==> src/rtl/mc_ctrl_fsm_pkg.sv <==
// Shared encodings for the multi-cycle MIPS control unit: states, opcodes,
// funct codes, ALU operation codes and the decoded control bundle.
package mc_ctrl_fsm_pkg;

  typedef enum logic [3:0] {
    ST_FETCH    = 4'd0,
    ST_DECODE   = 4'd1,
    ST_EXE_R    = 4'd2,
    ST_R_WB     = 4'd3,
    ST_EXE_I    = 4'd4,
    ST_I_WB     = 4'd5,
    ST_MEM_ADDR = 4'd6,
    ST_MEM_RD   = 4'd7,
    ST_MEM_WB   = 4'd8,
    ST_MEM_WR   = 4'd9,
    ST_BRANCH   = 4'd10,
    ST_JUMP     = 4'd11
  } state_t;

  localparam logic [5:0] OP_RTYPE = 6'h00;
  localparam logic [5:0] OP_J     = 6'h02;
  localparam logic [5:0] OP_BEQ   = 6'h04;
  localparam logic [5:0] OP_ADDI  = 6'h08;
  localparam logic [5:0] OP_ADDIU = 6'h09;
  localparam logic [5:0] OP_ORI   = 6'h0D;
  localparam logic [5:0] OP_LW    = 6'h23;
  localparam logic [5:0] OP_SW    = 6'h2B;

  localparam logic [5:0] FN_SLL  = 6'h00;
  localparam logic [5:0] FN_ADD  = 6'h20;
  localparam logic [5:0] FN_ADDU = 6'h21;
  localparam logic [5:0] FN_SUBU = 6'h23;
  localparam logic [5:0] FN_OR   = 6'h25;
  localparam logic [5:0] FN_SLT  = 6'h2A;

  // ALUOp 0 is reserved so a held-in-reset unit is distinguishable from ADDU
  localparam logic [4:0] ALUOp_ADDU = 5'd1;
  localparam logic [4:0] ALUOp_ADD  = 5'd2;
  localparam logic [4:0] ALUOp_SUBU = 5'd3;
  localparam logic [4:0] ALUOp_SLT  = 5'd4;
  localparam logic [4:0] ALUOp_OR   = 5'd5;
  localparam logic [4:0] ALUOp_SLL  = 5'd6;
  localparam logic [4:0] ALUOp_ADDI = 5'd7;
  localparam logic [4:0] ALUOp_BEQ  = 5'd8;

  typedef struct packed {
    logic [4:0] alu_op;
    logic [1:0] alu_src_a;
    logic [1:0] alu_src_b;
    logic       ext_op;
    logic       iord;
    logic       mem_read;
    logic       mem_write;
    logic       ir_write;
    logic       reg_write;
    logic       reg_dst;
    logic       mem_to_reg;
    logic       pc_write;
    logic [1:0] pc_source;
    logic       instr_done;
    logic       illegal;
  } ctl_t;

  // First execution state for an instruction; ST_FETCH marks an illegal encoding.
  function automatic state_t dispatch(input logic [5:0] op, input logic [5:0] funct);
    case (op)
      OP_RTYPE: begin
        case (funct)
          FN_ADD, FN_ADDU, FN_SUBU, FN_SLT, FN_OR, FN_SLL: return ST_EXE_R;
          default: return ST_FETCH;
        endcase
      end
      OP_ADDI, OP_ADDIU, OP_ORI: return ST_EXE_I;
      OP_LW, OP_SW:              return ST_MEM_ADDR;
      OP_BEQ:                    return ST_BRANCH;
      OP_J:                      return ST_JUMP;
      default:                   return ST_FETCH;
    endcase
  endfunction

  function automatic logic [4:0] r_alu_op(input logic [5:0] funct);
    case (funct)
      FN_ADD:  return ALUOp_ADD;
      FN_SUBU: return ALUOp_SUBU;
      FN_SLT:  return ALUOp_SLT;
      FN_OR:   return ALUOp_OR;
      FN_SLL:  return ALUOp_SLL;
      default: return ALUOp_ADDU;
    endcase
  endfunction

  function automatic logic [4:0] i_alu_op(input logic [5:0] op);
    case (op)
      OP_ADDI: return ALUOp_ADDI;
      OP_ORI:  return ALUOp_OR;
      default: return ALUOp_ADDU;
    endcase
  endfunction

endpackage

==> src/rtl/mc_ctrl_decode.sv <==
// Combinational control decode: maps the current state plus IR fields,
// Zero and the memory handshake onto the datapath control bundle.
module mc_ctrl_decode
  import mc_ctrl_fsm_pkg::*;
(
  input  state_t     state,
  input  logic [5:0] op,
  input  logic [5:0] funct,
  input  logic       Zero,
  input  logic       mem_ready,
  output ctl_t       ctl
);

  always_comb begin
    ctl        = '0;
    ctl.alu_op = ALUOp_ADDU;
    case (state)
      ST_FETCH: begin
        ctl.mem_read  = 1'b1;
        ctl.alu_src_b = 2'd1;
        ctl.ir_write  = mem_ready;
        ctl.pc_write  = mem_ready;
      end
      ST_DECODE: begin
        // branch target is computed speculatively into ALUOut
        ctl.alu_src_b = 2'd3;
        ctl.ext_op    = 1'b1;
        ctl.alu_op    = ALUOp_ADD;
        if (dispatch(op, funct) == ST_FETCH) begin
          ctl.illegal    = 1'b1;
          ctl.instr_done = 1'b1;
        end
      end
      ST_EXE_R: begin
        ctl.alu_src_a = (funct == FN_SLL) ? 2'd2 : 2'd1;
        ctl.alu_op    = r_alu_op(funct);
      end
      ST_R_WB: begin
        ctl.reg_write  = 1'b1;
        ctl.reg_dst    = 1'b1;
        ctl.instr_done = 1'b1;
      end
      ST_EXE_I: begin
        ctl.alu_src_a = 2'd1;
        ctl.alu_src_b = 2'd2;
        ctl.ext_op    = (op != OP_ORI);
        ctl.alu_op    = i_alu_op(op);
      end
      ST_I_WB: begin
        ctl.reg_write  = 1'b1;
        ctl.instr_done = 1'b1;
      end
      ST_MEM_ADDR: begin
        ctl.alu_src_a = 2'd1;
        ctl.alu_src_b = 2'd2;
        ctl.ext_op    = 1'b1;
        ctl.alu_op    = ALUOp_ADD;
      end
      ST_MEM_RD: begin
        ctl.iord     = 1'b1;
        ctl.mem_read = 1'b1;
      end
      ST_MEM_WB: begin
        ctl.reg_write  = 1'b1;
        ctl.mem_to_reg = 1'b1;
        ctl.instr_done = 1'b1;
      end
      ST_MEM_WR: begin
        ctl.iord       = 1'b1;
        ctl.mem_write  = 1'b1;
        ctl.instr_done = mem_ready;
      end
      ST_BRANCH: begin
        ctl.alu_src_a  = 2'd1;
        ctl.alu_op     = ALUOp_BEQ;
        ctl.pc_source  = 2'd1;
        ctl.pc_write   = Zero;
        ctl.instr_done = 1'b1;
      end
      ST_JUMP: begin
        ctl.pc_source  = 2'd2;
        ctl.pc_write   = 1'b1;
        ctl.instr_done = 1'b1;
      end
      default: ;
    endcase
  end

endmodule

==> src/rtl/mc_ctrl_fsm.sv <==
// Multi-cycle MIPS control unit: state register and next-state logic, with
// output decode delegated to mc_ctrl_decode and forced to zero during reset.
//
// state     | meaning
// FETCH     | read instruction at PC, PC+4 -> PC on mem_ready
// DECODE    | dispatch on op/funct, branch target -> ALUOut
// EXE_R     | R-type ALU operation
// R_WB      | write ALUOut to rd
// EXE_I     | immediate ALU operation
// I_WB      | write ALUOut to rt
// MEM_ADDR  | load/store effective address
// MEM_RD    | data read, waits for mem_ready
// MEM_WB    | write MDR to rt
// MEM_WR    | data write, waits for mem_ready
// BRANCH    | beq compare, PC <- ALUOut when Zero
// JUMP      | PC <- jump target
module mc_ctrl_fsm
  import mc_ctrl_fsm_pkg::*;
#(
  parameter int ST_W = 4
) (
  input  logic       clk,
  input  logic       rst,
  input  logic [5:0] op,
  input  logic [5:0] funct,
  input  logic       Zero,
  input  logic       mem_ready,
  output logic [4:0] ALUOp,
  output logic [1:0] ALUSrcA,
  output logic [1:0] ALUSrcB,
  output logic       ExtOp,
  output logic       IorD,
  output logic       MemRead,
  output logic       MemWrite,
  output logic       IRWrite,
  output logic       RegWrite,
  output logic       RegDst,
  output logic       MemtoReg,
  output logic       PCWrite,
  output logic [1:0] PCSource,
  output logic       instr_done,
  output logic       illegal
);

  logic [ST_W-1:0] state_q;
  state_t          state;
  state_t          state_d;
  ctl_t            ctl;
  ctl_t            ctl_g;

  assign state = state_t'(state_q);

  always_comb begin
    state_d = state;
    case (state)
      ST_FETCH:    if (mem_ready) state_d = ST_DECODE;
      ST_DECODE:   state_d = dispatch(op, funct);
      ST_EXE_R:    state_d = ST_R_WB;
      ST_EXE_I:    state_d = ST_I_WB;
      ST_MEM_ADDR: state_d = (op == OP_LW) ? ST_MEM_RD : ST_MEM_WR;
      ST_MEM_RD:   if (mem_ready) state_d = ST_MEM_WB;
      ST_MEM_WR:   if (mem_ready) state_d = ST_FETCH;
      default:     state_d = ST_FETCH;
    endcase
  end

  always_ff @(posedge clk) begin
    if (rst) state_q <= ST_W'(ST_FETCH);
    else     state_q <= ST_W'(state_d);
  end

  mc_ctrl_decode u_decode (
    .state     (state),
    .op        (op),
    .funct     (funct),
    .Zero      (Zero),
    .mem_ready (mem_ready),
    .ctl       (ctl)
  );

  // The register may still hold a mid-instruction state in the first reset cycle
  assign ctl_g = rst ? '0 : ctl;

  assign ALUOp      = ctl_g.alu_op;
  assign ALUSrcA    = ctl_g.alu_src_a;
  assign ALUSrcB    = ctl_g.alu_src_b;
  assign ExtOp      = ctl_g.ext_op;
  assign IorD       = ctl_g.iord;
  assign MemRead    = ctl_g.mem_read;
  assign MemWrite   = ctl_g.mem_write;
  assign IRWrite    = ctl_g.ir_write;
  assign RegWrite   = ctl_g.reg_write;
  assign RegDst     = ctl_g.reg_dst;
  assign MemtoReg   = ctl_g.mem_to_reg;
  assign PCWrite    = ctl_g.pc_write;
  assign PCSource   = ctl_g.pc_source;
  assign instr_done = ctl_g.instr_done;
  assign illegal    = ctl_g.illegal;

endmodule

==> config.mk <==
export PLATFORM = sky130hd
export DESIGN_NAME = mc_ctrl_fsm
export DESIGN_NICKNAME = d
export VERILOG_FILES = /design/src/rtl/mc_ctrl_fsm_pkg.sv /design/src/rtl/mc_ctrl_decode.sv /design/src/rtl/mc_ctrl_fsm.sv
export SDC_FILE = /design/constraint.sdc
export NUM_CORES = 1
export LEC_CHECK = 0
export CORE_ASPECT_RATIO = 0.8
export CORE_MARGIN = 2
export CORE_UTILIZATION = 45
export DETAILED_ROUTE_END_ITERATION = 8
export GPL_ROUTABILITY_DRIVEN = 0
export GPL_TIMING_DRIVEN = 0
export PLACE_DENSITY = 0.82
export SLEW_MARGIN = 30
export SYNTH_ARGS = -nofsm -noshare
export SYNTH_HDL_FRONTEND = slang
export SYNTH_SLANG_ARGS = --single-unit
==> constraint.sdc <==
create_clock -name clk -period 2.9 [get_ports clk]
set_input_delay 0.435 -clock clk [delete_from_list [all_inputs] [get_ports clk]]
set_output_delay 0.435 -clock clk [all_outputs]
set_load 0.02 [all_outputs]
# After elaboration in Yosys (flattened, before gate mapping)
# Index checks and enable logic that the tools add are counted.
[totals]
romBits = 0
n_memories = 0
input_bits = 16
output_inout_bits = 22
regBits = 4
latch_bits = 0
mem_bits_rw = 0
[op_classes]
div_mod_pow = 0
n_reduce_logical = 15
magnitude_cmp = 0
add_sub_neg = 0
n_shift = 0
n_bitwise = 0
muxes = 28
mul = 0
eq_ne = 27
[op_table]
columns = ["op", "n"]
rows = [
  ["$eq A6 B6 Y1 const B", 7],
  ["$pmux W4 S7", 1],
  ["$mux W22", 1],
  ["$mux W4", 5],
  ["$pmux W4 S5", 1],
  ["$pmux W5 S4", 1],
  ["$eq A6 B4 Y1 const B", 3],
  ["$eq A4 B3 Y1 const B", 4],
  ["$eq A4 B4 Y1 const B", 4],
  ["$pmux W3 S5", 1],
  ["$logic_not A6 Y1", 2],
  ["$reduce_or A2 Y1", 5],
  ["$reduce_or A3 Y1", 3],
  ["$eq A4 B2 Y1 const B", 2],
  ["$logic_not A4 Y1", 2],
  ["$mux W1", 8],
  ["$pmux W2 S2", 2],
  ["$eq A6 B2 Y1 const B", 1],
  ["$eq A6 B3 Y1 const B", 1],
  ["$mux W2", 3],
  ["$ne A2 B2 Y1 const B", 3],
  ["$ne A6 B4 Y1 const B", 1],
  ["$pmux W1 S3", 2],
  ["$pmux W2 S3", 1],
  ["6 further kinds", 6],
]

# Logic depth before layout (Yosys ltp)
# Gate-level depths: netlist of run 1.
[logic_depth]
word_depth = 9
mapped_depth = 6
ltp_nobuf = 4

# By module
# From an unflattened synthesis of run 1, not the netlist that was laid out.
[unflattened]
hier_cells = 177
area_unflattened_um2 = 1144.8
[modules_own_cells]
columns = ["mod", "cells_per_inst", "area_per_inst_um2", "instances"]
rows = [
  ["mc_ctrl_decode", 96, 575.6, 1],
  ["mc_ctrl_fsm", 81, 569.3, 1],
]

# Least setup slack after synthesis of run 1
# No wires, ideal clock.
[synth_path]
path_type = "register to output"
start = "register state_q[1], in the netlist state[1]"
end = "output PCWrite"
setup_slack_ps = 601
stages_incl_launch_ff = 5
required_ps = 2465
arrival_time_ps = 1864
cell_sequence = "dfxtp_1 -> buf_2 -> nor4_1 -> and3b_1 -> o21bai_1"
[synth_via]
elab_chain_len = 3
word_cells_on_any_way = 5
cone_classes = "eq/ne: 2; mux: 2; reduce/logical: 1"
[synth_lines]
columns = ["element", "line_no", "source"]
rows = [
  ["start, declared", "mc_ctrl_fsm.sv:45", "logic [ST_W-1:0] state_q;"],
  ["start signal, assigned", "mc_ctrl_fsm.sv:68", "if (rst) state_q <= ST_W'(ST_FETCH);"],
  ["start signal, assigned", "mc_ctrl_fsm.sv:69", "else state_q <= ST_W'(state_d);"],
  ["$eq A4 B4 Y1 / $logic_not A4 Y1 (equally long branches)", "mc_ctrl_decode.sv:17", "case (state)"],
  ["$pmux W1 S3 *", "mc_ctrl_decode.sv:17", ""],
  ["$mux W22 *", "mc_ctrl_fsm.sv:82", "assign ctl_g = rst ? '0 : ctl;"],
  ["end, declared", "mc_ctrl_fsm.sv:39", "output logic PCWrite,"],
]
# Every way passes the cells marked *; elsewhere a longest branch is shown, timed or not.

# Worst setup path after layout of run 1
[layout_path]
start = "input op[5]"
end = "output ExtOp"
[layout_via]
elab_chain_len = 3
[layout_lines]
columns = ["element", "line_no", "source"]
rows = [
  ["start, declared", "mc_ctrl_fsm.sv:24", "input logic [5:0] op,"],
  ["$ne A6 B4 Y1", "mc_ctrl_decode.sv:46", "ctl.ext_op = (op != OP_ORI);"],
  ["$pmux W1 S2", "mc_ctrl_decode.sv:17", ""],
  ["$mux W22", "mc_ctrl_fsm.sv:82", ""],
  ["end, declared", "mc_ctrl_fsm.sv:31", "output logic ExtOp,"],
]
# No other way between the ends.

==> flow_summary_export.csv, run 1 <==
group,metric,value,unit
floorplan,die_area,0.002314,mm^2
layout,fin_util,68.46,%
global_routing,grt_pass1_vias,1082,
sta,max_freq,353.4,MHz
layout,nets,191,
clock_tree,cts_tree,"yes",
critical_path,worstSetupEndpointType,"output pin",
critical_path,worstPathMaxFanout,7,
layout,largest_reg_flops,4,
pwr,switching_share,37.46,%
layout,seq_area,80.08,um^2
yosys,synth-edff-count,0,
clock_tree,cts_setup_buffers,0,
clock_tree,numCtsBuffers,3,
floorplan,io_pins,38,
sta,worst_slew_pin_slew,0.5143,ns
detailed_routing,drc,0,
clock_tree,cts_htree_levels,1,
detailed_routing,met3_length,253,um
place,placed_area,0.001255,mm^2
detailed_routing,wl_met2,1346,um
detailed_routing,ant_nets,0,
global_routing,grt_usage,26.14,%
layout,drive_above_1_share,8.671,%
yosys,yosys-top-cells-area,"dfxtp_1, nor2_1, a21oi_1, nand3_1, nand2b_1",
clock_tree,clock_path_buffers,2,
floorplan,start_util,47.10,%
detailed_routing,wl_met1,1233,um
critical_path,path_buf_inv,2,
pwr,p_int,0.0001643,W
yosys,netlist.area_leader.share,9.156,%
pwr,p_leak,0.5308,nW
detailed_routing,first_iter_violations,49,
place,placed_cells,195,
layout,syn_to_final_growth,45.35,%
layout,final_area,0.001271,mm^2
layout,multi_input_area,719.4,um^2
pwr,vdd_drop_max,0.2329,mV
detailed_routing,vias,1178,
yosys,yosysWarnings,0,
clock_tree,cts.sinks,4,
yosys,ys_seq_elements,4,
detailed_routing,highest_layer,"met4",
pwr,combPwrFrac,51.6,%
status,status,"completed",
sta,maxSlewHeadroom,65.28,%
pwr,switchingPower,0.00009841,W
pwr,p_per_area,206.6,mW/mm^2
pwr,p_clk_share,26.6,%
sta,clock_skew,0.004538,ns
layout,final_common_cell,"clkdlybuf4s50_1",
layout,antenna_cells,0,
critical_path,path_common_cell,"clkdlybuf4s50_1",
detailed_routing,wl_per_cell,14.48,um
yosys,synth.distinct_cells,45,
clock_tree,clk_pin_slew,0.04,ns
yosys,syn_inst,136,
worst_hold_path,min_from,"state[2]",
global_routing,antenna_found_initial,0,
floorplan,die_width,53.29,um
sta,period_minus_slack,2.829,ns
sta,setup_ws,0.07064,ns
critical_path,crit_slowest_cell,"or4b_4",
clock_tree,clockRootBuffer,"clkbuf_4",
floorplan,rows,14,
yosys,netlist_area,874.6,um^2
critical_path,path_class,"primary input to output pin",
run,cap_violations,0,
detailed_routing,first_pass_iters,4,
critical_path,slowest_delay,0.60,ns
yosys,synthArstFlopShare,0,%
critical_path,cp.arrival,2.39,ns
sta,fin_crit_sh,97.56,%
critical_path,worstSetupStartpoint,"op[5]",
clock_tree,cts_hold_buffers,0,
global_routing,grt_pass1_wl,4671,um
sta,hold_viol,0,
place,port_buffers,35,
global_routing,grt_remaining_overflow,0,
place,dp_hpwl,2217,um
detailed_routing,drt-total-wl,2852,um
pwr,p_total,0.0002627,W
yosys,yosysSeqAreaShare,9.156,%
critical_path,r2r_start,"state[2]",
place,dp_slack,-0.2665,ns
yosys,synth_top_flop_cell,"dfxtp_1",
sta,rsz0062_at_grt,"no",
layout,fin_cells,197,
layout,fillers,181,
yosys,yosysTopAreaCell,"dfxtp_1",
yosys,syn_avg_cell_area,6.431,um^2
critical_path,startpoint_type,"primary input",
pwr,power_frac_seq,21.9,%
sta,drv_slew,0,
floorplan,core_region_area,0.001857,mm^2
global_routing,grt_max_degree,11,
yosys,synthesis.nets,152,
detailed_routing,detail_route.vias_per_cell,5.980,
floorplan,die_y,43.43,um
layout,layout_common_cells,"clkdlybuf4s50_1, nor2_1, a21oi_1",
clock_tree,clk_latency,0.24,ns
sta,setup_violations,0,
critical_path,critPathRequiredTime,2.47,ns
critical_path,path_cells,"clkdlybuf4s50_1 > or4b_4 > o31a_1 > clkdlybuf4s50_1",
worst_hold_path,hp-class,"register to register",
critical_path,crit_family,"buffers and inverters",
-- cells by family after synthesis --
logic type,Yosys count,synth area share (%)
other cells,1,0.4288
flops,4,9.156
buf+inv,17,8.585
compound gates,43,35.05
simple gates,70,45.78
xor+xnor,1,1.002
-- synthesized netlist by cell type, types with 3 or more instances --
library cell / count
buf_2: 6
nand2_1: 8
inv_1: 5
nor3b_1: 3
o21bai_1: 3
clkbuf_1: 5
a21oi_1: 9
dfxtp_1: 4
nor4_1: 4
nand2b_1: 6
nand3_1: 8
or4_1: 3
nor3_1: 7
o32ai_1: 3
a211oi_1: 4
nor2_1: 13
nor2b_1: 5
o21ai_0: 4
-- metal layers --
metal	GRT usage (%)	vias to the layer above
met2	43.21	59
met3	4.483	3
met1	35.29	523
met4	6.154	0
met5	0	-
li1	-	593
-- metrics by stage --
step           hold WS [ns]  setup TNS, ns
2_1_floorplan        0.5442              0
3_3_place_gp         0.7175        -0.5909
3_5_place_dp         0.7299        -0.6440
4_1_cts              0.7365              0
5_1_grt              0.7908              0
6_report             0.7608              0
-- repair_timing --
action,in CTS,in global routing
endpoints found under the setup margin,5,6
resized for setup,5,7
pin swaps,0,0
-- power groups by stage --
stage | logic (W) | clock network, W | registers, W
finish | 0.000135 | 0.0000698 | 0.0000575
global route | 0.000147 | 0.0000764 | 0.0000575
CTS | 0.000134 | 0.0000726 | 0.0000574
detailed placement | 0.000135 | 0 | 0.0000582
global placement | 0.000132 | 0 | 0.0000581
floorplan | 0.0000740 | 0 | 0.0000581
-- worst paths after layout --
path	endpoint	slack, ns	cells past startpoint
hold reg to reg	state[3]	0.76	3
setup / recovery	ExtOp	0.07	4
setup reg to reg	state[0]	1.42	6
hold / removal	state[3]	0.76	3
-- layout make-up --
type	count	area share, %
repair buffers	35	27.26
well taps	24	2.362
multi-input cells	115	56.59
clock buffers	3	1.772
inverters	5	1.476
flip-flops and latches	4	6.299
plain buffers	11	4.232
-- worst reg2reg max path, stage by stage, from the launching register on --
cell      delay [ns]
dfxtp_1         0.29
buf_2           0.19
buf_2           0.22
a21boi_0        0.10
o21ai_0         0.21
nand2_1         0.09
o32ai_1         0.29
No activity file was read; power rests on OpenSTA's default activity.
==> run 2: changes to the inputs <==
CORE_UTILIZATION = 25   (was 45)
GPL_TIMING_DRIVEN = 1   (was 0)
PLACE_DENSITY = 0.49   (was 0.82)
SKIP_CTS_REPAIR_TIMING = 1   (was default)
==> flow_summary_export.csv, run 2 (synthesis gave the netlist of run 1 again) <==
group,metric,value,unit
clock_tree,clk_latency,0.21,ns
critical_path,critPathRequiredTime,2.47,ns
sta,setup_violations,0,
layout,syn_to_final_growth,74.11,%
critical_path,cp.arrival,2.39,ns
floorplan,start_util,25.73,%
layout,layout_common_cells,"buf_4, clkdlybuf4s50_1, nor2_1",
sta,setup_ws,0.07521,ns
detailed_routing,detail_route.vias_per_cell,5.174,
sta,fin_crit_sh,97.41,%
layout,drive_above_1_share,19.07,%
floorplan,die_area,0.003990,mm^2
status,status,"completed",
place,placed_cells,233,
layout,final_common_cell,"buf_4",
layout,fin_cells,236,
floorplan,die_width,70.13,um
floorplan,die_y,56.90,um
clock_tree,clockRootBuffer,"clkbuf_8",
detailed_routing,ant_nets,0,
clock_tree,cts_htree_levels,1,
place,dp_hpwl,2534,um
clock_tree,numCtsBuffers,3,
floorplan,rows,19,
critical_path,worstSetupEndpointType,"output pin",
sta,hold_slack,0.7932,ns
sta,drv_slew,0,
floorplan,core_region_area,0.003400,mm^2
critical_path,worstPathMaxFanout,4,
floorplan,io_pins,38,
critical_path,path_class,"primary input to output pin",
layout,antenna_cells,0,
global_routing,grt_max_degree,16,
layout,largest_reg_flops,4,
run,cap_violations,0,
clock_tree,cts.sinks,4,
detailed_routing,first_iter_violations,50,
sta,rsz0062_at_grt,"no",
detailed_routing,first_pass_iters,4,
global_routing,grt_usage,16.04,%
place,dp_slack,-0.1561,ns
pwr,p_per_area,214.7,mW/mm^2
clock_tree,clk_pin_slew,0.03,ns
sta,period_minus_slack,2.825,ns
detailed_routing,drt-total-wl,3083,um
critical_path,startpoint_type,"primary input",
global_routing,grt_remaining_overflow,0,
pwr,p_leak,0.7244,nW
detailed_routing,wl_per_cell,13.06,um
place,port_buffers,36,
global_routing,grt_pass1_vias,1123,
sta,hold_viol,0,
detailed_routing,drc,0,
detailed_routing,vias,1221,
worst_hold_path,hp-class,"register to register",
layout,nets,212,
global_routing,grt_pass1_wl,5299,um
sta,max_freq,354.0,MHz
sta,clock_skew,0.001940,ns
global_routing,antenna_found_initial,0,
clock_tree,clock_path_buffers,2,
clock_tree,cts_tree,"yes",
pwr,vdd_drop_max,0.1400,mV
-- run 2: cell count changes in the layout (fill, tap and decap cells not counted) --
cell / previous run / this run
dlymetal6s2s_1: 2 / 7
clkdlybuf4s50_1: 28 / 29
buf_4: 1 / 31
clkdlybuf4s15_1: 1 / 0
dlygate4sd2_1: 3 / 0
buf_2: 6 / 0
clkbuf_4: 3 / 0
clkbuf_1: 3 / 0
clkbuf_8: 0 / 3
clkbuf_2: 2 / 0
-- run 2: path summary, 6_finish.rpt --
kind | start | slack [ns] | endpoint | cells after the start
worst max-delay path | op[1] | 0.08 | ExtOp | 5
worst min-delay path | state[1] | 0.79 | state[3] | 2
worst max register to register | state[0] | 1.15 | state[3] | 5
worst min register to register | state[1] | 0.79 | state[3] | 2
-- run 2: stage by stage --
| step | instance area, um^2 | setup TNS, ns | util [%] | power, W |
|---|---|---|---|---|
| finish | 1523 | 0 | 44.79 | 0.0003269 |
| global route | 1523 | 0 | 44.79 | 0.0003531 |
| CTS | 1505 | -0.5236 | 44.28 | 0.0003322 |
| detailed placement | 1464 | -0.4745 | 43.06 | 0.0002159 |
| global placement | 1464 | -0.4515 | 43.06 | 0.0002158 |
| floorplan | 874.6 | 0 | - | 0.0001321 |
-- run 2: per-layer routing --
layer / track usage [%] / vias to the layer above / wire, um
li1: - / 629 / -
met1: 24.25 / 556 / 1593
met2: 25.44 / 36 / 1349
met3: 2.154 / 0 / 140
met4: 0.8242 / 0 / 0
met5: 0 / - / 0
-- run 2: cell type report --
cell class / instances / area (um^2)
Fill cell: 369 / 1877
Multi-Input combinational cell: 115 / 719.4
Timing Repair Buffer: 67 / 610.6
Sequential cell: 4 / 80.08
Tap cell: 42 / 52.55
Clock buffer: 3 / 41.29
Inverter: 5 / 18.77
-- run 2: power by group --
part           switching [W]  internal [W]   total, W
Sequential        0.00000618     0.0000572  0.0000634
Combinational      0.0000709     0.0000804   0.000151
Clock              0.0000241     0.0000880   0.000112
Total               0.000101      0.000226   0.000327
-- run 2: critical path, stage by stage --
cell,delay [ns]
clkdlybuf4s50_1,0.43
or4b_4,0.57
buf_4,0.16
o31a_1,0.27
clkdlybuf4s50_1,0.54
